===== config.mk =====
export PLATFORM = sky130hd
export DESIGN_NAME = ex_mem_pipe_stage
export DESIGN_NICKNAME = d
export VERILOG_FILES = /design/src/rtl/ex_mem_pipe_stage.sv
export SDC_FILE = /design/constraint.sdc
export NUM_CORES = 1
export LEC_CHECK = 0
export ABC_AREA = 1
export CORE_MARGIN = 1.5
export CORE_UTILIZATION = 38
export CTS_CLUSTER_SIZE = 10
export DETAILED_ROUTE_END_ITERATION = 7
export GPL_TIMING_DRIVEN = 1
export PLACE_DENSITY = 0.77
export SETUP_SLACK_MARGIN = 0.5
export SLEW_MARGIN = 20
export SYNTH_ARGS = -nofsm -noshare
export SYNTH_HDL_FRONTEND = slang
export SYNTH_SLANG_ARGS = --single-unit
export TNS_END_PERCENT = 10

===== constraint.sdc =====
create_clock -name CLK -period 3 [get_ports CLK]
set_input_delay 0.6 -clock CLK [delete_from_list [all_inputs] [get_ports CLK]]
set_output_delay 0.6 -clock CLK [all_outputs]
set_load 0.01 [all_outputs]

===== src/rtl/ex_mem_pipe_stage.sv =====
`default_nettype none
// ============================================================================
// Module      : ex_mem_pipe_stage
// Description : Parametrised EX->MEM pipeline register for the 32-bit MIPS
//               core. DEPTH register slices with a per-slice valid bit,
//               stall (hold), bubble insertion (FlushE) and full kill (KillM).
//               Optional stall/bubble performance counters are built when the
//               macro EXMEM_PERF_CNT_EN is defined; otherwise the counter
//               outputs are tied to zero.
// Revision    : 1.0 - initial release
// ============================================================================
module ex_mem_pipe_stage #(
    parameter int ALUOUT_WIDTH    = 32,
    parameter int WRITEDATA_WIDTH = 32,
    parameter int WRITEREG_WIDTH  = 5,
    parameter int DEPTH           = 1,
    parameter int CNT_WIDTH       = 16
) (
    input  logic                       CLK,
    input  logic                       RST,
    input  logic                       StallM,
    input  logic                       FlushE,
    input  logic                       KillM,
    input  logic                       ValidE,
    input  logic                       RegWriteE,
    input  logic                       MemtoRegE,
    input  logic                       MemWriteE,
    input  logic [ALUOUT_WIDTH-1:0]    ALUOutE,
    input  logic [WRITEDATA_WIDTH-1:0] WriteDataE,
    input  logic [WRITEREG_WIDTH-1:0]  WriteRegE,
    output logic                       ValidM,
    output logic                       RegWriteM,
    output logic                       MemtoRegM,
    output logic                       MemWriteM,
    output logic [ALUOUT_WIDTH-1:0]    ALUOutM,
    output logic [WRITEDATA_WIDTH-1:0] WriteDataM,
    output logic [WRITEREG_WIDTH-1:0]  WriteRegM,
    output logic                       PipeEmptyM,
    output logic [CNT_WIDTH-1:0]       StallCntM,
    output logic [CNT_WIDTH-1:0]       BubbleCntM
);

    // Reject unsupported slice depths at elaboration time
    if (DEPTH < 1 || DEPTH > 4) begin : g_depth_check
        $error("ex_mem_pipe_stage: DEPTH must be in 1..4");
    end

    // Slice storage; index 0 is fed from EX, index DEPTH-1 drives MEM
    logic [DEPTH-1:0]           r_valid;
    logic [DEPTH-1:0]           r_regwrite;
    logic [DEPTH-1:0]           r_memtoreg;
    logic [DEPTH-1:0]           r_memwrite;
    logic [ALUOUT_WIDTH-1:0]    r_aluout    [DEPTH];
    logic [WRITEDATA_WIDTH-1:0] r_writedata [DEPTH];
    logic [WRITEREG_WIDTH-1:0]  r_writereg  [DEPTH];

    // Slice 0 takes a real instruction only when EX has one and no flush
    logic w_load;
    assign w_load = ValidE & ~FlushE;

    // Slice shift register: reset/kill clear everything, stall holds,
    // otherwise shift with slice 0 taking either the EX bundle or a bubble
    always_ff @(posedge CLK) begin
        if (RST || KillM) begin
            r_valid    <= '0;
            r_regwrite <= '0;
            r_memtoreg <= '0;
            r_memwrite <= '0;
            for (int k = 0; k < DEPTH; k++) begin
                r_aluout[k]    <= '0;
                r_writedata[k] <= '0;
                r_writereg[k]  <= '0;
            end
        end else if (!StallM) begin
            r_valid[0]     <= w_load;
            r_regwrite[0]  <= w_load & RegWriteE;
            r_memtoreg[0]  <= w_load & MemtoRegE;
            r_memwrite[0]  <= w_load & MemWriteE;
            r_aluout[0]    <= w_load ? ALUOutE    : '0;
            r_writedata[0] <= w_load ? WriteDataE : '0;
            r_writereg[0]  <= w_load ? WriteRegE  : '0;
            for (int k = 1; k < DEPTH; k++) begin
                r_valid[k]     <= r_valid[k-1];
                r_regwrite[k]  <= r_regwrite[k-1];
                r_memtoreg[k]  <= r_memtoreg[k-1];
                r_memwrite[k]  <= r_memwrite[k-1];
                r_aluout[k]    <= r_aluout[k-1];
                r_writedata[k] <= r_writedata[k-1];
                r_writereg[k]  <= r_writereg[k-1];
            end
        end
    end

    assign ValidM     = r_valid[DEPTH-1];
    assign RegWriteM  = r_regwrite[DEPTH-1];
    assign MemtoRegM  = r_memtoreg[DEPTH-1];
    assign MemWriteM  = r_memwrite[DEPTH-1];
    assign ALUOutM    = r_aluout[DEPTH-1];
    assign WriteDataM = r_writedata[DEPTH-1];
    assign WriteRegM  = r_writereg[DEPTH-1];
    assign PipeEmptyM = ~|r_valid;

`ifdef EXMEM_PERF_CNT_EN
    localparam logic [CNT_WIDTH-1:0] C_CNT_MAX = '1;

    logic [CNT_WIDTH-1:0] r_stall_cnt;
    logic [CNT_WIDTH-1:0] r_bubble_cnt;

    // Saturating stall/bubble counters; only reset clears them, kill does not
    always_ff @(posedge CLK) begin
        if (RST) begin
            r_stall_cnt  <= '0;
            r_bubble_cnt <= '0;
        end else if (!KillM) begin
            if (StallM) begin
                if (r_stall_cnt != C_CNT_MAX) begin
                    r_stall_cnt <= r_stall_cnt + 1'b1;
                end
            end else if (!w_load) begin
                if (r_bubble_cnt != C_CNT_MAX) begin
                    r_bubble_cnt <= r_bubble_cnt + 1'b1;
                end
            end
        end
    end

    assign StallCntM  = r_stall_cnt;
    assign BubbleCntM = r_bubble_cnt;
`else
    assign StallCntM  = '0;
    assign BubbleCntM = '0;
`endif

endmodule
`default_nettype wire


==> summary.txt <==
Status
  • Outcome: completed

Detailed routing
  • Final ANT Viol Nets: 0
  • Drt wl/cell: 12.2 um
  • DR pass1 iterations: 4
  • Final wirelength: 6.89 mm
  • Vias per cell: 3.88
  • 1st-iter DRT viols: 36
  • DRC viols: 0
  • Vias: 2,196

STA
  • Crit path time final: 1.99 ns
  • TNS Setup: 0 ns
  • RSZ-0062 raised after global routing: no
  • Tightest Pin Transition: 0.585 ns
  • Max Clk Rate: 503 MHz
  • Setup Skew: 0 ns
  • Hold Slack: 0.464 ns
  • Count of final hold-check violations: 0
  • Max Slew Vio Count: 0
  • Final setup fails: 0
  • Final period util: 66.2%
  • Slew margin rel.: 61.0%

Synth
  • Seq cells post-synth: 73
  • Most common cell in the netlist: inv_1
  • Synth area leader: edfxtp_1
  • Number of distinct library cells after synthesis: 12
  • Cells after Synth: 269
  • Syn Area/Cell: 13.7 um^2
  • Asr flop ratio synth: 0%
  • Synthesized cell area: 3680 um^2
  • Warnings from Yosys: 0
  • EDFF count, synth: 69
  • Top cells by count, synth: 72 x inv_1, 71 x nor2_4, 69 x edfxtp_1
  • Ys flop type: edfxtp_1
  • Post-synth top area share: 56.3%
  • Top cells by area, synth: edfxtp_1 56%, nor2_4 22%, inv_1 7.3%
  • Seq/Total Area, Yosys: 58.5%

Place
  • Port bufs: 151
  • Post-DP Area: 5260 um^2
  • Routability cong.: 0.688
  • HPWL Detailed: 5.20 mm

CTS
  • Worst-path clk slew: 0.07 ns
  • Bufs on Longest Clock Path: 2
  • Clock sink count: 73
  • Htree depth: 3
  • TritonCTS clock tree: yes
  • Hold Buf Count CTS: 0
  • CTS buffer count: 9
  • Post_cts resized: 0
  • Post CTS Setup Buffer Count: 0
  • CTS root buffer: clkbuf_8
  • Latest clock arrival within the worst-skew pair: 0.32 ns

Power and ir drop
  • Share of power burned in registers: 54.2%
  • Combinational share of power: 15.5%
  • Total Power: 2.15 mW
  • Pint: 1.63 mW
  • Max rail drop VDD: 256 uV
  • Clock network power share: 30.3%
  • Power per cell area: 397 nW/um^2
  • Net Sw Power: 0.523 mW
  • Sw Share: 24.3%
  • Leak: 2.25 nW

Die
  • Ports: 184
  • Core area: 9330 um^2
  • Die height: 101 um
  • Starting density of the core: 39.5%
  • Die outline area: 10,300 um^2
  • Row cnt: 35
  • Die width: 101 um

Global route
  • GRT Total Usage: 13.1%
  • First-pass GRT wire length: 10.0 mm
  • Initial antenna violation count: 0
  • GR Util met3: 3.86%
  • Largest net degree at the start of global routing: 42
  • Met2 Resource Use GR: 24.3%
  • Gr busiest metal: met2
  • Gr ovfl total: 0
  • Met1 usage: 13.8%
  • Vias in the first global route: 2,143

Critical path
  • Buf/Inv on CP: 2
  • Crit end category: flip-flop
  • Setup CP Type: input pin to flip-flop
  • Worst-path maximum fanout: 20
  • Max incr delay on CP: 0.46 ns
  • CP dominant cell by count: nor2_4
  • Slowest CP cell: nand3_4
  • Crit-path leading delay family: buffers and inverters
  • Critical path arrival: 2.18 ns
  • Crit path required time: 3.19 ns
  • Startpoint types: input pin
  • Worst-path cell chain: clkdlybuf4s50_1, nor2_4, nand3_4, buf_12, nor2_4

Layout
  • Final Core Density: 58.1%
  • N_diodes: 0
  • Design area: 5420 um^2
  • Sequential Area: 2150 um^2
  • Share of cells above drive strength 1: 22.7%
  • Final #Nets: 511
  • Fill count: 772
  • Area growth from synthesis to layout: 47.2%
  • Multi-input gate area: 998 um^2

Hold path
  • HP Class: flip-flop to flip-flop

Job
  • Max_cap viols: 0
final cells by class:
type                       count  area share [%]
tap                          129            2.98
sequential                    73            39.7
inverter                      73            5.06
multi-input combinational    115            18.4
clock buffer                   9            2.29
clock inverter                 6           0.647
timing repair buffer         161            30.9
worst reg2reg max path, cell delays in order, from the launching register on:
cell and delay, ns:
dfxtp_1 0.34, inv_1 0.06, o21ai_2 0.12
path summary, 6_finish.rpt:
path | from | endpoint | slack, ns | cells past startpoint
max | KillM | r_aluout[0][18]$_SDFFCE_PN0P_ | 1.01 | 5
min | MemWriteM$_SDFFE_PP0N_ | MemWriteM$_SDFFE_PP0N_ | 0.46 | 2
max reg2reg | ValidM$_SDFFE_PP0N_ | ValidM$_SDFFE_PP0N_ | 2.41 | 2
min reg2reg | MemWriteM$_SDFFE_PP0N_ | MemWriteM$_SDFFE_PP0N_ | 0.46 | 2
layer usage:
layer | vias up | wire length [um]
li1 | 1071 | -
met1 | 997 | 2520
met2 | 119 | 3660
met3 | 9 | 568
met4 | 0 | 140
met5 | - | 0
per-stage QoR:
stage               worst slack (ns)  std cells
detailed placement             0.642        551
CTS                            0.996        566
finish                          1.01        566
global route                   0.944        566
floorplan                       1.03        300
global placement               0.672        551
cell families (layout without fill, tap and decap cells):
kind of cell           count (synthesis)  in the layout  synth area share [%]
other                                  1             32                 0.102
flip-flops                            73             73                  58.5
AND/OR/NAND/NOR                       82             82                  23.4
AO/OA/AOI/OAI                          1              1                 0.238
buffers and inverters                112            249                  17.8
flip-flops by register name, indices dropped and copies added, names as in the netlist:
signal,flops
r_aluout,32
r_writedata,32
r_writereg,5
MemWriteM,1
MemtoRegM,1
RegWriteM,1
ValidM,1
cell usage in the layout (no fill, tap or decap), drive strengths merged:
| master | synthesis | final |
|---|---|---|
| nand3 | 1 | 1 |
| nand4 | 3 | 3 |
| clkdlybuf4s50 | 0 | 151 |
| clkinv | 0 | 4 |
| nor2 | 71 | 71 |
| nand2 | 7 | 7 |
| edfxtp | 69 | 69 |
| o21ai | 1 | 1 |
| dfxtp | 4 | 4 |
| buf | 39 | 10 |
| clkbuf | 0 | 9 |
| conb | 1 | 32 |
| inv | 73 | 74 |
| clkinvlp | 0 | 1 |
power groups by stage:
stage	clock (mW)	sequential (mW)	combinational, mW
after CTS	0.684	1.17	0.338
after global routing	0.728	1.17	0.355
after floorplan	0	1.22	0.133
after detailed placement	0	1.19	0.336
final	0.653	1.17	0.334
after global placement	0	1.19	0.331
(Power assumes the default switching activity.)
